===== src/rtl/pc_fetch_unit_if.sv =====
// ---------------------------------------------------------------------------
// pc_fetch_unit_if
//   Bundles the fetch unit's datapath-facing signals: the PC adder result,
//   jump/branch redirects, the decode stall, the instruction memory response
//   and the fetch unit's outputs.
//
//   Modports:
//     master - the surrounding datapath / memory / testbench side
//     slave  - the pc_fetch_unit side
//
//   Signals (direction as seen by the fetch unit):
//     nxt_pc         in  32  sequential next PC (pc+4) from the adder
//     jump           in   1  jump redirect request
//     jump_target    in  32  jump destination
//     branch_taken   in   1  taken-branch redirect request
//     branch_target  in  32  branch destination
//     stall          in   1  decode cannot accept the delivered instruction
//     inst_rdata     in  32  instruction word from instruction memory
//     inst_rvalid    in   1  memory response valid for the current request
//     pc             out 32  current PC
//     inst_ce        out  1  instruction memory / adder enable
//     inst_addr      out 32  fetch address (equals pc)
//     inst_o         out 32  registered instruction to decode
//     inst_valid     out  1  inst_o holds the instruction for the current pc
//     misalign_err   out  1  sticky misaligned-redirect flag
// ---------------------------------------------------------------------------
interface pc_fetch_unit_if;

    logic [31:0] nxt_pc;
    logic        jump;
    logic [31:0] jump_target;
    logic        branch_taken;
    logic [31:0] branch_target;
    logic        stall;
    logic [31:0] inst_rdata;
    logic        inst_rvalid;

    logic [31:0] pc;
    logic        inst_ce;
    logic [31:0] inst_addr;
    logic [31:0] inst_o;
    logic        inst_valid;
    logic        misalign_err;

    modport master (
        output nxt_pc,
        output jump,
        output jump_target,
        output branch_taken,
        output branch_target,
        output stall,
        output inst_rdata,
        output inst_rvalid,
        input  pc,
        input  inst_ce,
        input  inst_addr,
        input  inst_o,
        input  inst_valid,
        input  misalign_err
    );

    modport slave (
        input  nxt_pc,
        input  jump,
        input  jump_target,
        input  branch_taken,
        input  branch_target,
        input  stall,
        input  inst_rdata,
        input  inst_rvalid,
        output pc,
        output inst_ce,
        output inst_addr,
        output inst_o,
        output inst_valid,
        output misalign_err
    );

endinterface


===== src/rtl/pc_fetch_unit.sv =====
// ---------------------------------------------------------------------------
// pc_fetch_unit
//   Program-counter register and instruction-fetch sequencer. Holds the
//   current PC, requests the instruction at that PC from instruction memory,
//   presents the returned word to decode with a valid/stall handshake and
//   then advances the PC to the adder result or to a jump/branch target.
//
//   Ports:
//     clk  in   system clock, rising-edge active
//     rst  in   synchronous, active-high reset
//     bus  slave modport of pc_fetch_unit_if (see that file for signals)
//
//   Parameters:
//     RESET_PC  PC loaded on reset; must be word aligned.
// ---------------------------------------------------------------------------
module pc_fetch_unit #(
    parameter logic [31:0] RESET_PC = 32'h0000_0000
) (
    input  logic             clk,
    input  logic             rst,
    pc_fetch_unit_if.slave   bus
);

    typedef enum logic [1:0] {
        StIdle,
        StReq,
        StDeliver
    } state_e;

    state_e      state_q,      state_d;
    logic [31:0] pc_q,         pc_d;
    logic [31:0] inst_q,       inst_d;
    logic        inst_valid_q, inst_valid_d;
    logic        misalign_q,   misalign_d;

    // Redirect selection: jump wins over branch.
    logic        redirect;
    logic [31:0] redirect_target;

    always_comb begin
        redirect        = 1'b0;
        redirect_target = 32'h0000_0000;
        if (bus.jump) begin
            redirect        = 1'b1;
            redirect_target = bus.jump_target;
        end else if (bus.branch_taken) begin
            redirect        = 1'b1;
            redirect_target = bus.branch_target;
        end
    end

    always_comb begin
        state_d      = state_q;
        pc_d         = pc_q;
        inst_d       = inst_q;
        inst_valid_d = inst_valid_q;
        misalign_d   = misalign_q;

        unique case (state_q)
            StIdle: begin
                state_d = StReq;
            end

            StReq: begin
                if (bus.inst_rvalid) begin
                    inst_d       = bus.inst_rdata;
                    inst_valid_d = 1'b1;
                    state_d      = StDeliver;
                end
            end

            StDeliver: begin
                // A stalled decode freezes everything, including redirects.
                if (!bus.stall) begin
                    inst_valid_d = 1'b0;
                    state_d      = StReq;
                    if (redirect) begin
                        // Misaligned targets are forced onto a word boundary.
                        pc_d = {redirect_target[31:2], 2'b00};
                        if (redirect_target[1:0] != 2'b00) begin
                            misalign_d = 1'b1;
                        end
                    end else begin
                        pc_d = bus.nxt_pc;
                    end
                end
            end

            default: begin
                state_d = StIdle;
            end
        endcase
    end

    always_ff @(posedge clk) begin
        if (rst) begin
            state_q      <= StIdle;
            pc_q         <= RESET_PC;
            inst_q       <= 32'h0000_0000;
            inst_valid_q <= 1'b0;
            misalign_q   <= 1'b0;
        end else begin
            state_q      <= state_d;
            pc_q         <= pc_d;
            inst_q       <= inst_d;
            inst_valid_q <= inst_valid_d;
            misalign_q   <= misalign_d;
        end
    end

    assign bus.pc           = pc_q;
    assign bus.inst_addr    = pc_q;
    assign bus.inst_ce      = (state_q == StReq);
    assign bus.inst_o       = inst_q;
    assign bus.inst_valid   = inst_valid_q;
    assign bus.misalign_err = misalign_q;

endmodule


===== src/flat_wrapper.sv =====
// flat-port wrapper written by rule: the top's interface ports become plain ports
module pc_fetch_unit_flat 
#(
    parameter logic [31:0] RESET_PC = 32'h0000_0000
)
  (clk, rst, bus_nxt_pc, bus_jump, bus_jump_target, bus_branch_taken, bus_branch_target, bus_stall, bus_inst_rdata, bus_inst_rvalid, bus_pc, bus_inst_ce, bus_inst_addr, bus_inst_o, bus_inst_valid, bus_misalign_err);
  pc_fetch_unit_if bus_i ();
  input  logic clk;
  input  logic rst;
  input wire logic [$bits(bus_i.nxt_pc)-1:0] bus_nxt_pc;
  input wire logic [$bits(bus_i.jump)-1:0] bus_jump;
  input wire logic [$bits(bus_i.jump_target)-1:0] bus_jump_target;
  input wire logic [$bits(bus_i.branch_taken)-1:0] bus_branch_taken;
  input wire logic [$bits(bus_i.branch_target)-1:0] bus_branch_target;
  input wire logic [$bits(bus_i.stall)-1:0] bus_stall;
  input wire logic [$bits(bus_i.inst_rdata)-1:0] bus_inst_rdata;
  input wire logic [$bits(bus_i.inst_rvalid)-1:0] bus_inst_rvalid;
  output wire logic [$bits(bus_i.pc)-1:0] bus_pc;
  output wire logic [$bits(bus_i.inst_ce)-1:0] bus_inst_ce;
  output wire logic [$bits(bus_i.inst_addr)-1:0] bus_inst_addr;
  output wire logic [$bits(bus_i.inst_o)-1:0] bus_inst_o;
  output wire logic [$bits(bus_i.inst_valid)-1:0] bus_inst_valid;
  output wire logic [$bits(bus_i.misalign_err)-1:0] bus_misalign_err;
  assign bus_i.nxt_pc = bus_nxt_pc;
  assign bus_i.jump = bus_jump;
  assign bus_i.jump_target = bus_jump_target;
  assign bus_i.branch_taken = bus_branch_taken;
  assign bus_i.branch_target = bus_branch_target;
  assign bus_i.stall = bus_stall;
  assign bus_i.inst_rdata = bus_inst_rdata;
  assign bus_i.inst_rvalid = bus_inst_rvalid;
  assign bus_pc = bus_i.pc;
  assign bus_inst_ce = bus_i.inst_ce;
  assign bus_inst_addr = bus_i.inst_addr;
  assign bus_inst_o = bus_i.inst_o;
  assign bus_inst_valid = bus_i.inst_valid;
  assign bus_misalign_err = bus_i.misalign_err;
  pc_fetch_unit #(.RESET_PC(RESET_PC)) u_core (.clk(clk), .rst(rst), .bus(bus_i));
endmodule

===== config.mk =====
export PLATFORM = sky130hd
export DESIGN_NAME = pc_fetch_unit_flat
export DESIGN_NICKNAME = d
export VERILOG_FILES = /design/src/rtl/pc_fetch_unit_if.sv /design/src/rtl/pc_fetch_unit.sv /design/src/flat_wrapper.sv
export SDC_FILE = /design/constraint.sdc
export NUM_CORES = 1
export LEC_CHECK = 0
export ABC_AREA = 1
export BUFFER_PORTS_ARGS = -buffer_cell sky130_fd_sc_hd__buf_4
export CORE_MARGIN = 2
export CORE_UTILIZATION = 42
export CTS_CLUSTER_DIAMETER = 120
export DETAILED_ROUTE_END_ITERATION = 10
export PLACE_DENSITY = 0.81
export SLEW_MARGIN = 40
export SYNTH_ARGS = -nofsm -noshare
export SYNTH_HDL_FRONTEND = slang
export SYNTH_SLANG_ARGS = --single-unit

===== constraint.sdc =====
create_clock -name clk -period 1.35 [get_ports clk]
set_input_delay 0.27 -clock clk [delete_from_list [all_inputs] [get_ports clk]]
set_output_delay 0.27 -clock clk [all_outputs]
set_load 0.05 [all_outputs]

Yosys cells after proc, flatten, opt, wreduce, memory -nomap -nowiden:

Cells that the tools add are included.

* register bits after elaboration: 68
* input bits: 134
* word-level logic and storage cells: 29

* equality and inequality tests: 4
* mux-type cells: 11
* bitwise gates (word level): 1
* reductions and logical operators: 8

Operators by type and width (number)
* $mux W32: 3
* $pmux W2 S3: 1
* $reduce_and A2 Y1: 3
* $mux W1: 4
* $mux W2: 2
* $ne A2 B2 Y1 const B: 2
* $reduce_and A4 Y1: 1
* $reduce_bool A2 Y1: 2
* $reduce_and A3 Y1: 1
* $eq A2 B1 Y1 const B: 1
* $eq A2 B2 Y1 const B: 1
* $logic_not A2 Y1: 1
* $pmux W1 S2: 1
* $not A1 Y1: 1

Depth between registers and ports, before layout:

* depth in word-level cells: 4
* depth in mapped cells: 7
* gate-level depth less buffers: 6

Worst setup path before layout:

No wires, ideal clock.

* kind: register to output
* start: reg u_core.pc_q[11], in the netlist u_core.bus.inst_addr[11]
* end: out bus_pc[11]
* arrival time: 913 ps
* required time: 1080 ps
* setup slack: 167 ps
* cell stages (with the launch flop): 2
* cell sequence: dfxtp_1 -> buf_4

RTL lines
* from (decl): RTL line pc_fetch_unit.sv:31 `logic [31:0] pc_q, pc_d;`
* from (signal assigned): RTL line pc_fetch_unit.sv:104 `pc_q <= pc_d;`
* to (decl): RTL line flat_wrapper.sv:18 `output wire logic [$bits(bus_i.pc)-1:0] bus_pc;`

No word-level cell between the ends.

Worst setup path after layout:

* start: reg u_core.state_q[0]
* end: out bus_inst_ce

* word-level cells in the longest chain between the ends: 1

Ends and longest elaborated chain
* from (decl): RTL line pc_fetch_unit.sv:30 `state_e state_q, state_d;`
* from (signal assigned): RTL line pc_fetch_unit.sv:97 `state_q <= StIdle;`
* from (signal assigned): RTL line pc_fetch_unit.sv:103 `state_q <= state_d;`
* $eq A2 B1 Y1: RTL line pc_fetch_unit.sv:113 `assign bus.inst_ce = (state_q == StReq);`
* to (decl): RTL line flat_wrapper.sv:19 `output wire logic [$bits(bus_i.inst_ce)-1:0] bus_inst_ce;`

No other way between the ends.

==> impl.org <==
** Outcome
- The run finished with clean final reports.

** STA
- Measured against its own limit, the worst slew margin works out to 0.7791.
- Setup Total Neg Slack :: 0 ps
- For the pin with the worst max-slew slack, the measured transition is 331.3 ps.
- Setup repair after global routing missed its margin :: yes
- Across the routed clock network, the largest skew measured is 10.72 ps.
- Final period util :: 0.9773
- Hold violation count in the final report :: 0
- The max-slew violation total from the final report is 0.
- Number of endpoints failing setup at the final stage :: 0
- Based on the critical path, the design can be clocked at up to 758.0 MHz.
- Min Clock Period, post-route :: 1319 ps

** Worst setup path
- Buf+Inv Stages, Crit Path :: 2
- Data on the critical path is required at its endpoint by 1080 ps.
- Worst-path cell with the longest stage delay :: dfxtp_2
- Slowest Stage Delay on Critical Path :: 360 ps
- The worst register-to-register path has a setup slack of 130 ps.
- Critical Path Sink Type :: output pin
- Kind of cell adding the most delay to the critical path :: flip-flops
- Data arrival time of the worst path :: 1050 ps
- RR Startpoint :: u_core.state_q[0]
- Critical Path, Cell by Cell :: inv_2, nor2_4, buf_6
- Setup Crit Path Kind :: reg2out
- Tracing the worst setup path back leads to its startpoint at u_core.state_q[0].
- Maximum fanout along the worst path :: 3
- The worst setup path is launched from a flip-flop.

** Layout
- Commonest non-fill, non-tap cells in the layout :: 245 x buf_4, 99 x nand2_1, 94 x nand3_1
- The multi-input combinational cells in the finished layout cover a total of 0.001526 mm^2.
- The filler cells instantiated in the layout total 673.
- FF+latch area :: 0.001364 mm^2
- Post-Route Utilization :: 0.6638
- The number of antenna diodes in the final layout is 0.
- Most frequent standard cell in the layout excluding fill and tap cells :: buf_4
- Layout cell share with drive strength beyond 1 :: 0.4110
- The final layout contains 803 nets.
- From synthesis to final layout, the design area changed by 52.18%.

** Run
- Max-capacitance violation count :: 0

** Synth
- After synthesis, the netlist uses 19 different library cells.
- Of all cell types, the one taking the most synthesized area is dfxtp_1.
- Dividing the synthesized area by the synthesized cell count gives 7.088 um^2.
- In the post-synthesis netlist, the biggest area contributors are dfxtp_1 40%, nand3_1 14%, nand2_1 11%.
- Register area share after synthesis :: 0.4018
- The synthesized netlist occupies a cell area of 0.003388 mm^2.
- The number of nets handed over by synthesis was 612.
- Proportion of netlist area held by the largest area contributor :: 0.4018
- Counting flops and latches in the post-synthesis netlist gives 68.
- During synthesis, Yosys emitted a total of 0 warnings.
- Cells after synthesis :: 478

** GRT
- GRT Total Usage :: 0.2343
- The initial antenna violation count was 0.
- Global routing finished with a remaining overflow of 0.
- First-pass GRT wire length :: 16460 um
- Pin count of the biggest net entering global routing :: 35
- The via count of the first global-routing pass is 3568.

** Routing
- Iter 0 DRT Violations :: 186
- The final route contains 3872 vias.
- Number of vias per cell :: 4.990
- The detail route stage leaves a number of antenna-violating nets equal to 0.
- Remaining DRCs :: 0
- Dividing the detail-routed wire length by the instance count gives 13.97 um.
- The routed design has 10840 um of wire.
- Number of detailed-route iterations in the first pass :: 4

** Clocking
- TritonCTS built the clock tree.
- For the worst-skew pair, the clock arrives at the later sink with an insertion delay of 330 ps.
- Number of buffers on the longest clock path :: 2
- Clock transition time at the flip-flop clock pins of the worst setup and hold paths :: 70 ps
- In this run the number of H-tree levels came out at 3.
- Clock root buffer :: clkbuf_8
- Num CTS Buffers :: 9
- For this design, the CTS-stage hold fixing added 0 buffers.
- Counting every sink on the clock net gives 68.

** Die
- The floorplan step set the die width to 93.82 um.
- The initialized floorplan defines 32 standard-cell rows.
- Y dimension of the die :: 93.82 um
- Starting utilization of the core area :: 0.4362
- Ports :: 233
- The core region is 0.007767 mm^2.
- DIE AREA :: 0.008801 mm^2

** Hold path
- The tightest min-delay check is of the in2reg type.
- In this run the most critical hold path is launched from rst.

** Place
- HPWL after detailed placement :: 8433 um
- Port-buffer cells :: 232
- Gp weighted congestion :: 0.8369

** Power and ir drop
- Leak :: 2.547 nW
- Worst IR Drop VDD :: 0.4327 mV
- Dividing total power by cell area gives a power density of 1009 mW/mm^2.
[flip-flops by register name (all words and copies together) (netlist names)]
name                     count
u_core.bus.inst_o           32
u_core.bus.inst_addr        32
u_core.bus.inst_valid        1
u_core.state_q               2
u_core.bus.misalign_err      1
[cells in the mapped netlist]
cell,number
o21ai_1,6
inv_2,2
nand3_1,94
a21oi_2,4
dfxtp_1,68
buf_2,16
clkbuf_1,8
buf_6,9
buf_4,35
nand3_2,2
clkinv_2,1
nand2_4,2
o21ai_0,24
inv_1,6
nor2_1,65
nor2_4,3
nand2_1,99
a21oi_1,33
nor3_1,1
[layer usage]
| metal | track usage | routed length, um |
|---|---|---|
| met4 | 0.07729 | 103 |
| met2 | 0.4310 | 5710 |
| met1 | 0.2822 | 4186 |
| met3 | 0.02568 | 839 |
| met5 | 0 | 0 |
[worst reg2reg max path: cells and delay by family, from the launching register on]
family	cells	cell delay (ps)
buf+inv	3	410
flops	1	360
simple gates	2	200
compound gates	1	170
[worst paths after layout]
| check | end | cells after the start |
|---|---|---|
| worst min-delay path | u_core.state_q[1] | 2 |
| worst max-delay path | bus_inst_ce | 3 |
| worst min register to register | u_core.bus.inst_o[13] | 2 |
| worst max register to register | u_core.bus.inst_o[28] | 6 |
[cell type report]
cell class	count	area share
repair buffers	248	0.3667
multi-input cells	333	0.2960
flip-flops and latches	68	0.2645
clock buffers	12	0.02621
well taps	102	0.02475
clock inverters	4	0.01432
inverters	9	0.007522
[through the flow]
stage	worst slack (ps)	hold slack, ps	cells	power [mW]	area (um^2)
after CTS	-15.70	177.0	775	5.238	5139
final	30.67	191.0	776	5.202	5156
after global placement	18.56	450.1	758	3.447	4913
after floorplan	166.6	412.6	478	2.951	3388
after global routing	-16.40	184.0	776	5.419	5156
after detailed placement	-34.57	457.4	758	3.465	4913
[power by group]
| group | internal (mW) | switching (mW) |
|---|---|---|
| sequential | 2.09 | 0.0559 |
| combinational | 0.536 | 0.761 |
| clock | 1.04 | 0.720 |
| total | 3.67 | 1.54 |
[repair_timing]
action                                  4_1_cts  5_1_grt
endpoints found under the setup margin       26       33
resized for setup                             3        2
setup buffers                                 1        1
pin swaps                                     1        1
[kinds of logic after synthesis]
logic type	after synthesis	share of synthesized area
AO/OA/AOI/OAI	67	0.1034
flip-flops	68	0.4018
AND/OR/NAND/NOR	266	0.3445
buffers and inverters	77	0.1503
Power figures use the tool's default switching activity.
